`config.mk`:
```
export PLATFORM = sky130hd
export DESIGN_NAME = decode_stage
export DESIGN_NICKNAME = d
export VERILOG_FILES = /design/src/rtl/decode_pkg.sv /design/src/rtl/decode_comb.sv /design/src/rtl/decode_stage.sv
export SDC_FILE = /design/constraint.sdc
export NUM_CORES = 1
export LEC_CHECK = 0
export ABC_AREA = 1
export BUFFER_PORTS_ARGS = -buffer_cell sky130_fd_sc_hd__buf_4
export CAP_MARGIN = 20
export CORE_MARGIN = 2
export CORE_UTILIZATION = 45
export DETAILED_ROUTE_END_ITERATION = 16
export PLACE_DENSITY = 0.69
export SYNTH_ARGS = -nofsm -noshare
export SYNTH_HDL_FRONTEND = slang
export SYNTH_HIERARCHICAL = 1
export SYNTH_SLANG_ARGS = --single-unit
```
`constraint.sdc`:
```
create_clock -name clk -period 4.2 [get_ports clk]
set_clock_uncertainty 0.2 [all_clocks]
set_input_delay 0 -clock clk [delete_from_list [all_inputs] [get_ports clk]]
set_output_delay 0 -clock clk [all_outputs]
set_load 0.01 [all_outputs]
```
`src/rtl/decode_pkg.sv`:
```
// Shared types for the RV32I/RV64I decode stage.
// Opcodes, instruction formats and the decoded bundle.
package decode_pkg;

  localparam logic [6:0] OP_REG    = 7'd51;
  localparam logic [6:0] OP_IMM    = 7'd19;
  localparam logic [6:0] OP_LOAD   = 7'd3;
  localparam logic [6:0] OP_STORE  = 7'd35;
  localparam logic [6:0] OP_BRANCH = 7'd99;
  localparam logic [6:0] OP_LUI    = 7'd55;
  localparam logic [6:0] OP_AUIPC  = 7'd23;
  localparam logic [6:0] OP_JAL    = 7'd111;
  localparam logic [6:0] OP_JALR   = 7'd103;
  localparam logic [6:0] OP_SYSTEM = 7'd115;
  localparam logic [6:0] OP_FENCE  = 7'd15;

  typedef enum logic [2:0] {
    FMT_R,
    FMT_I,
    FMT_S,
    FMT_B,
    FMT_U,
    FMT_J,
    FMT_SYS,
    FMT_NONE
  } fmt_e;

  // imm is always carried at 64 bits; the stage trims to XLEN
  typedef struct packed {
    logic [6:0]  opcode;
    logic [4:0]  rd;
    logic [4:0]  rs1;
    logic [4:0]  rs2;
    logic [2:0]  funct3;
    logic [6:0]  funct7;
    logic [63:0] imm;
    fmt_e        fmt;
    logic        rd_we;
    logic        use_rs1;
    logic        use_rs2;
    logic        illegal;
  } dec_t;

endpackage

```
`src/rtl/decode_comb.sv`:
```
// Combinational RV32I/RV64I field decoder.
// Produces a zero-filled bundle with legality and register usage.
module decode_comb
  import decode_pkg::*;
#(
  parameter int XLEN  = 32,
  parameter bit HAS_M = 1'b0
) (
  input  logic [31:0] instr,
  output dec_t        dec
);

  localparam bit RV64 = (XLEN == 64);

  logic [6:0]  op;
  logic [2:0]  f3;
  logic [6:0]  f7;
  logic        s;
  logic [63:0] imm_i;
  logic [63:0] imm_s;
  logic [63:0] imm_b;
  logic [63:0] imm_u;
  logic [63:0] imm_j;
  logic [63:0] imm_z;

  assign op = instr[6:0];
  assign f3 = instr[14:12];
  assign f7 = instr[31:25];
  assign s  = instr[31];

  assign imm_i = {{52{s}}, instr[31:20]};
  assign imm_s = {{52{s}}, instr[31:25], instr[11:7]};
  assign imm_b = {{51{s}}, instr[31], instr[7],
                  instr[30:25], instr[11:8], 1'b0};
  assign imm_u = {{32{s}}, instr[31:12], 12'b0};
  assign imm_j = {{43{s}}, instr[31], instr[19:12],
                  instr[20], instr[30:21], 1'b0};
  assign imm_z = {52'b0, instr[31:20]};

  fmt_e        fmt;
  logic [63:0] imm;
  logic        we;
  logic        u1;
  logic        u2;
  logic        f7_en;
  logic        bad;
  logic        ill;

  always_comb begin
    fmt   = FMT_NONE;
    imm   = '0;
    we    = 1'b0;
    u1    = 1'b0;
    u2    = 1'b0;
    f7_en = 1'b0;
    bad   = 1'b0;
    unique case (1'b1)
      (op == OP_REG): begin
        fmt   = FMT_R;
        we    = 1'b1;
        u1    = 1'b1;
        u2    = 1'b1;
        f7_en = 1'b1;
        bad   = !(f7 == 7'h00 || f7 == 7'h20 ||
                  (HAS_M && f7 == 7'h01)) ||
                (f7 == 7'h20 && f3 != 3'd0 && f3 != 3'd5);
      end
      (op == OP_IMM): begin
        fmt   = FMT_I;
        imm   = imm_i;
        we    = 1'b1;
        u1    = 1'b1;
        f7_en = (f3 == 3'd1) || (f3 == 3'd5);
        bad   = (f3 == 3'd1 && f7 != 7'h00) ||
                (f3 == 3'd5 && f7 != 7'h00 && f7 != 7'h20);
      end
      (op == OP_LOAD): begin
        fmt = FMT_I;
        imm = imm_i;
        we  = 1'b1;
        u1  = 1'b1;
        bad = RV64 ? (f3 == 3'd7)
                   : (f3 == 3'd3 || f3[2:1] == 2'b11);
      end
      (op == OP_JALR): begin
        fmt = FMT_I;
        imm = imm_i;
        we  = 1'b1;
        u1  = 1'b1;
        bad = (f3 != 3'd0);
      end
      (op == OP_FENCE): begin
        fmt = FMT_I;
        imm = imm_i;
      end
      (op == OP_STORE): begin
        fmt = FMT_S;
        imm = imm_s;
        u1  = 1'b1;
        u2  = 1'b1;
        bad = f3 > (RV64 ? 3'd3 : 3'd2);
      end
      (op == OP_BRANCH): begin
        fmt = FMT_B;
        imm = imm_b;
        u1  = 1'b1;
        u2  = 1'b1;
        bad = (f3[2:1] == 2'b01);
      end
      (op == OP_LUI) || (op == OP_AUIPC): begin
        fmt = FMT_U;
        imm = imm_u;
        we  = 1'b1;
      end
      (op == OP_JAL): begin
        fmt = FMT_J;
        imm = imm_j;
        we  = 1'b1;
      end
      (op == OP_SYSTEM): begin
        fmt = FMT_SYS;
        imm = imm_z;
      end
      default: bad = 1'b1;
    endcase
  end

  // raw fields survive an illegal decode; only the usage flags drop
  always_comb begin
    ill         = bad || (instr[1:0] != 2'b11);
    dec         = '0;
    dec.opcode  = op;
    dec.fmt     = fmt;
    dec.imm     = imm;
    dec.illegal = ill;
    dec.rd      = (fmt inside {FMT_R, FMT_I, FMT_U, FMT_J})
                  ? instr[11:7] : 5'd0;
    dec.rs1     = (fmt inside {FMT_R, FMT_I, FMT_S, FMT_B})
                  ? instr[19:15] : 5'd0;
    dec.rs2     = (fmt inside {FMT_R, FMT_S, FMT_B})
                  ? instr[24:20] : 5'd0;
    dec.funct3  = (fmt inside {FMT_R, FMT_I, FMT_S,
                               FMT_B, FMT_SYS})
                  ? f3 : 3'd0;
    dec.funct7  = f7_en ? f7 : 7'd0;
    dec.rd_we   = we && !ill;
    dec.use_rs1 = u1 && !ill;
    dec.use_rs2 = u2 && !ill;
  end

endmodule

```
`src/rtl/decode_stage.sv`:
```
// Registered decode stage with valid/ready handshake,
// flush and saturating decode/illegal statistics.
module decode_stage
  import decode_pkg::*;
#(
  parameter int XLEN  = 32,
  parameter bit HAS_M = 1'b0,
  parameter int CNT_W = 16
) (
  input  logic             clk,
  input  logic             rst_n,
  input  logic             flush,
  input  logic             in_valid,
  output logic             in_ready,
  input  logic [31:0]      in_instr,
  output logic             out_valid,
  input  logic             out_ready,
  output logic [6:0]       out_opcode,
  output logic [4:0]       out_rd,
  output logic [4:0]       out_rs1,
  output logic [4:0]       out_rs2,
  output logic [2:0]       out_funct3,
  output logic [6:0]       out_funct7,
  output logic [XLEN-1:0]  out_imm,
  output logic [2:0]       out_fmt,
  output logic             out_rd_we,
  output logic             out_use_rs1,
  output logic             out_use_rs2,
  output logic             out_illegal,
  output logic [CNT_W-1:0] cnt_decoded,
  output logic [CNT_W-1:0] cnt_illegal
);

  dec_t             d;
  dec_t             q;
  logic             vld;
  logic             rdy;
  logic             acc;
  logic [CNT_W-1:0] n_dec;
  logic [CNT_W-1:0] n_ill;

  decode_comb #(
    .XLEN  (XLEN),
    .HAS_M (HAS_M)
  ) u_comb (
    .instr (in_instr),
    .dec   (d)
  );

  // rdy keeps in_ready low through reset and the first edge after it
  assign in_ready = rdy && !flush && (!vld || out_ready);
  assign acc      = in_valid && in_ready;

  always_ff @(posedge clk or negedge rst_n) begin
    if (!rst_n) begin
      rdy   <= 1'b0;
      vld   <= 1'b0;
      q     <= '0;
      n_dec <= '0;
      n_ill <= '0;
    end else begin
      rdy <= 1'b1;
      if (flush)
        vld <= 1'b0;
      else if (acc)
        vld <= 1'b1;
      else if (out_ready)
        vld <= 1'b0;
      if (acc) begin
        q <= d;
        if (!(&n_dec))
          n_dec <= n_dec + CNT_W'(1);
        if (d.illegal && !(&n_ill))
          n_ill <= n_ill + CNT_W'(1);
      end
    end
  end

  if (XLEN < 64) begin : g_trim
    logic unused_imm;
    assign unused_imm = ^q.imm[63:XLEN];
  end

  assign out_valid   = vld;
  assign out_opcode  = q.opcode;
  assign out_rd      = q.rd;
  assign out_rs1     = q.rs1;
  assign out_rs2     = q.rs2;
  assign out_funct3  = q.funct3;
  assign out_funct7  = q.funct7;
  assign out_imm     = q.imm[XLEN-1:0];
  assign out_fmt     = q.fmt;
  assign out_rd_we   = q.rd_we;
  assign out_use_rs1 = q.use_rs1;
  assign out_use_rs2 = q.use_rs2;
  assign out_illegal = q.illegal;
  assign cnt_decoded = n_dec;
  assign cnt_illegal = n_ill;

endmodule

```
# ---- Yosys cells after proc, flatten, opt, wreduce, memory -nomap -nowiden
# Index checks and enable logic that the tools add are counted.
dict set report totals {
  rom_bits 0
  mem_count 0
  input_bits 37
  out_inout_bits 105
  latch_bits 0
  mem_bits_rw 0
  register_bits 105
}
dict set report op_classes {
  order_cmp 1
  bitwise 1
  shift 0
  mul 0
  n_eq_ne 26
  add_sub_neg 2
  reduce_logical 43
  div 0
  mux 15
}
# operator n
set op_table {}
lappend op_table {{32-bit case mux with 6 select lines} 1}
lappend op_table {{16-bit by 1-bit adder with 16-bit output (second input constant)} 2}
lappend op_table {{16-bit AND reduction} 2}
lappend op_table {{7-bit by 6-bit equality test with 1-bit output (second input constant)} 4}
lappend op_table {{7-bit equality test (second input constant)} 4}
lappend op_table {{3-bit case mux with 7 select lines} 1}
lappend op_table {{5-bit two-way mux} 3}
lappend op_table {{7-bit by 5-bit equality test with 1-bit output (second input constant)} 2}
lappend op_table {{3-bit equality test (second input constant)} 4}
lappend op_table {{1-bit logical AND} 12}
lappend op_table {{6-bit OR reduction} 2}
lappend op_table {{3-bit by 2-bit equality test with 1-bit output (second input constant)} 3}
lappend op_table {{3-bit nonzero test} 3}
lappend op_table {{1-bit logical OR} 8}
lappend op_table {{4-bit nonzero test} 2}
lappend op_table {{4-bit OR reduction} 2}
lappend op_table {{7-bit by 2-bit equality test with 1-bit output (second input constant)} 1}
lappend op_table {{7-bit by 4-bit equality test with 1-bit output (second input constant)} 1}
lappend op_table {{7-bit zero test} 1}
lappend op_table {{7-bit two-way mux} 1}
lappend op_table {{7-bit by 6-bit != test with 1-bit output (second input constant)} 1}
lappend op_table {{1-bit case mux with 7 select lines} 1}
lappend op_table {{7-bit nonzero test} 1}
lappend op_table {{3-bit by 1-bit equality test with 1-bit output (second input constant)} 2}
lappend op_table {{14 further kinds} 24}

# ---- Logic depth before layout (Yosys ltp)
dict set report depth {
  word_depth 8
  ltp_mapped 17
}

# ---- Modules after synthesis
# The synthesis kept the hierarchy.
# module seq_area_each_um2 n_inst area_per_inst_um2 cells_each
set by_module_without_submodules {}
lappend by_module_without_submodules {decode_stage 2627.5 1 4824.6 606}
lappend by_module_without_submodules {decode_comb 0.0 1 1261.2 242}

# ---- Least setup slack after synthesis
# No wires, ideal clock.
dict set report synth_path {
  kind {input-to-reg}
  startpoint {input port in_instr[0]}
  endpoint {register q (netlist bit out_imm[31])}
  stages 9
  setup_ps 126
  arrival_time_ps 1746
  slack_ps 2128
  required_time_ps 3874
  cell_sequence {nand2_1 -> nor2_1 -> nand2_1 -> nand3_4 -> o21ai_2 -> buf_4 -> nand4_1 -> nand2_1 -> nand2_1}
}
# element line_no
set synth_lines {}
lappend synth_lines {{start, declared} decode_stage.sv:15} ;# input logic [31:0] in_instr,
lappend synth_lines {{end signal, assigned} decode_stage.sv:58} ;# q <= '0;
lappend synth_lines {{end signal, assigned} decode_stage.sv:70} ;# q <= d;
lappend synth_lines {{end, declared} decode_stage.sv:35} ;# dec_t q;

# ---- Final worst setup path
dict set report layout_path {
  startpoint {register vld, in the netlist out_valid}
  endpoint {register q (netlist bit out_fmt[2])}
}
dict set report layout_via {
  elab_chain_len 4
}
# element line_no
set layout_lines {}
lappend layout_lines {{start, declared} decode_stage.sv:36} ;# logic vld;
lappend layout_lines {{start signal, assigned} decode_stage.sv:57} ;# vld <= 1'b0;
lappend layout_lines {{start signal, assigned} decode_stage.sv:64} ;# vld <= 1'b0;
lappend layout_lines {{start signal, assigned} decode_stage.sv:66} ;# vld <= 1'b1;
lappend layout_lines {{1-bit zero test} decode_stage.sv:51} ;# assign in_ready = rdy && !flush && (!vld || out_ready);
lappend layout_lines {{1-bit logical OR} decode_stage.sv:51}
lappend layout_lines {{1-bit logical AND} decode_stage.sv:51}
lappend layout_lines {{1-bit logical AND} decode_stage.sv:52} ;# assign acc = in_valid && in_ready;
# Every way passes these cells.
# A chain may end at the register's enable or synchronous reset.

==> metrics list <==
* Count of final hold-check violations: 0
* Req. time, crit path: 4.30 ns
- Number of buffers inserted by hold repair at cts: 39
* Die X-Extent: 118 um
- Global-route wire length before repair: 26500 um
* Final-layout worst hold slack: between 0.08 and 0.09 ns
- After floorplanning, the core was sized to cover 0.0127 sq mm.
- The worst setup path is launched from a flip-flop.
- Clock-pin slew of the registers on the worst-case setup and hold paths: 0.07 ns
- The worst register-to-register path has a depth of 6.
* Worst-case clock buffer depth: 2
* Via count of the first global-routing pass: 5307
* Post-synthesis to final-layout area growth: 30.8%
- Die height: 118 um
* Max cap viols: 0
- Core utilization of the finished layout: 60.3%
- Count of input and output buffers: 141
- Antenna violations before repair: 0
- Worst slew pin tran: 0.840 ns
* Worst max-slew margin expressed relative to the limit: 44.0%
- The number of gates resized after CTS was 0.
* Arrival time of the worst setup path: ~2.8 ns
- Setup violations remaining at the end of the flow were counted as 0.
- Cell Count Post-Placement: about 1100
- Post-CTS timing repair inserted 0 buffers for setup.
* Capturing element type of the critical path: flip-flop
* Crit path cell chain: nand2_1, nand3_2, inv_2, buf_4, nand2_1, nand2_1
- The post-route netlist has 21.4% of its cells at a drive strength greater than 1.
* Final sum of negative setup slack: 0 ns
- Setup repair after global routing left no endpoint under its margin.
- Fin crit share: around 65%
- Antenna Violating Nets Remaining: 0
- Number of DRC markers in iteration 0: 334
- Leaving out filler cells and counting taps, the final layout contains 1157.
- Global routing used 23.5% of the available tracks.
- Maximum resistive drop on vdd: 0.000218 V
* Reg2Reg Launch Point: out_valid
- The repair_antennas step left the layout with diodes totalling 0.
* Number of pins exceeding their max-slew limit in the final report: 0
* CTS tree: built
- Min cycle time layout: between 2 and 3 ns
- Dividing the synthesized area by the synthesized cell count gives 7.16 sq um.
- Largest net degree at the start of global routing: 49
- Number of vias after detailed routing: 5668
* Initial standard-cell utilization of the core: 46.1%
- CTS built an H-tree with a depth of 3.
* Terminus of the critical flop-to-flop path: out_fmt[2]
- In this run the power density over the cells is 337 mW/mm^2.
- In this design, the stage delay of the slowest critical-path cell is ~0.70 ns.
- The first detailed-routing pass ran for 4 iterations.
* Full die area: 0.0139 sq mm
* Clk_lat worst skew: between 0.3 and 0.4 ns
- I/O pin count: 142
- The analysis attributes to cell leakage a power of 4.17 nW.
* Slowest-stage cell, CP: sky130_fd_sc_hd__inv_2
- In the routed layout, each cell is associated on average with a via count of 4.90.
* Drc violations: 0
* RD Place Congestion: a little under 0.9
* Syn nets: 855
- Summing all non-filler instances in the final layout gives an area of 0.00764 sq mm.
* Clock root cell: sky130_fd_sc_hd__clkbuf_16
- Cell repeated most along the worst path: sky130_fd_sc_hd__nand2_1
- Counting the buffers created by CTS gives 9.
- Total length of routed wires: 15800 um
- Status: finished, final reports clean
- Synthesized area: 0.00585 sq mm
* Wirelength per Cell: around 14 um
* HPWL reported at the end of detailed placement: 11100 um
* Yosys synthesis warning count: 6
- Worst setup path category: reg -> reg
* Worst R2R Setup Slack: 1.48 ns
- For this run the aggregate overflow at the end of global routing stands at 0.
- CTS sink count: 105
* Number of placement rows: 41
- Kind of path behind the tightest hold check: in -> async
* Layout Nets: 1019
- Total power: roughly 2.6 mW
- Standard cell area after detailed placement: between 0.006 and 0.007 sq mm
- Achievable frequency: around 0.37 GHz
- Post-placement setup slack: 1.48 ns
* PnR worst setup slack: 1.48 ns
- The cell count after synthesis came out at 816.
- In this run the worst path has a maximum fanout of 41.
-- cell type report --
type | count | area, sq um
Clock buffer | 10 | 239
Clock inverter | 6 | 67.6
Fill cell | 1173 | 5030
Inverter | 74 | 282
Multi-Input combinational cell | 606 | 2730
Sequential cell | 105 | 2630
Tap cell | 172 | 215
Timing Repair Buffer | 184 | 1480
-- layout by cell type, fill, tap and decap left out, drive strengths merged, types with 2 or more instances in the layout --
master       count
dlygate4sd3     39
clkinv           4
nor3             5
xor2             2
o21ai           20
nor2            89
clkbuf          10
clkinvlp         2
dfrtp          105
nand2          401
xnor2           10
inv             73
a21oi            6
o211ai          20
nand4           15
ha               2
buf            145
nand3           35
-- registers in the layout, summed over array words and instances, names as in the netlist, 5 cells and up --
| register | count |
|---|---|
| out_rd | 5 |
| out_funct7 | 7 |
| out_imm | 32 |
| cnt_decoded | 16 |
| out_rs1 | 5 |
| out_opcode | 7 |
| cnt_illegal | 16 |
| out_rs2 | 5 |
-- critical path: cells and delay by family, from the launching register on --
kind          cells  cell delay [ns]
buf+inv           2             1.18
simple gates      4             0.86
flops             1             0.38
-- routing by layer --
layer / track usage [%] / up-vias / share of wire, %
met3: 4.12 / 31 / 4.7
li1: - / 2841 / -
met4: 10.1 / 0 / 2.7
met1: 31.9 / 2636 / 45
met2: 37.1 / 160 / 48
met5: 0 / - / 0
-- where the power goes --
part	switching, mW	leakage, nW	internal (mW)
Combinational	0.264	2.61	0.240
Sequential	0.0997	1.42	1.10
Clock	0.397	0.145	0.480
-- how the worst max path moves through the flow --
stage / slack [ns] / from / endpoint / cells past startpoint
3_3_place_gp: 1.59 / out_valid / out_use_rs1 / 6
4_1_cts: 1.47 / out_valid / out_fmt[2] / 6
6_report: 1.48 / out_valid / out_fmt[2] / 6
2_1_floorplan: 2.44 / in_instr[4] / cnt_illegal[3] / 15
3_5_place_dp: 1.48 / out_valid / out_rs1[4] / 6
5_1_grt: 1.14 / rdy / out_rs2[0] / 7
No activity file was read; power rests on OpenSTA's default activity.
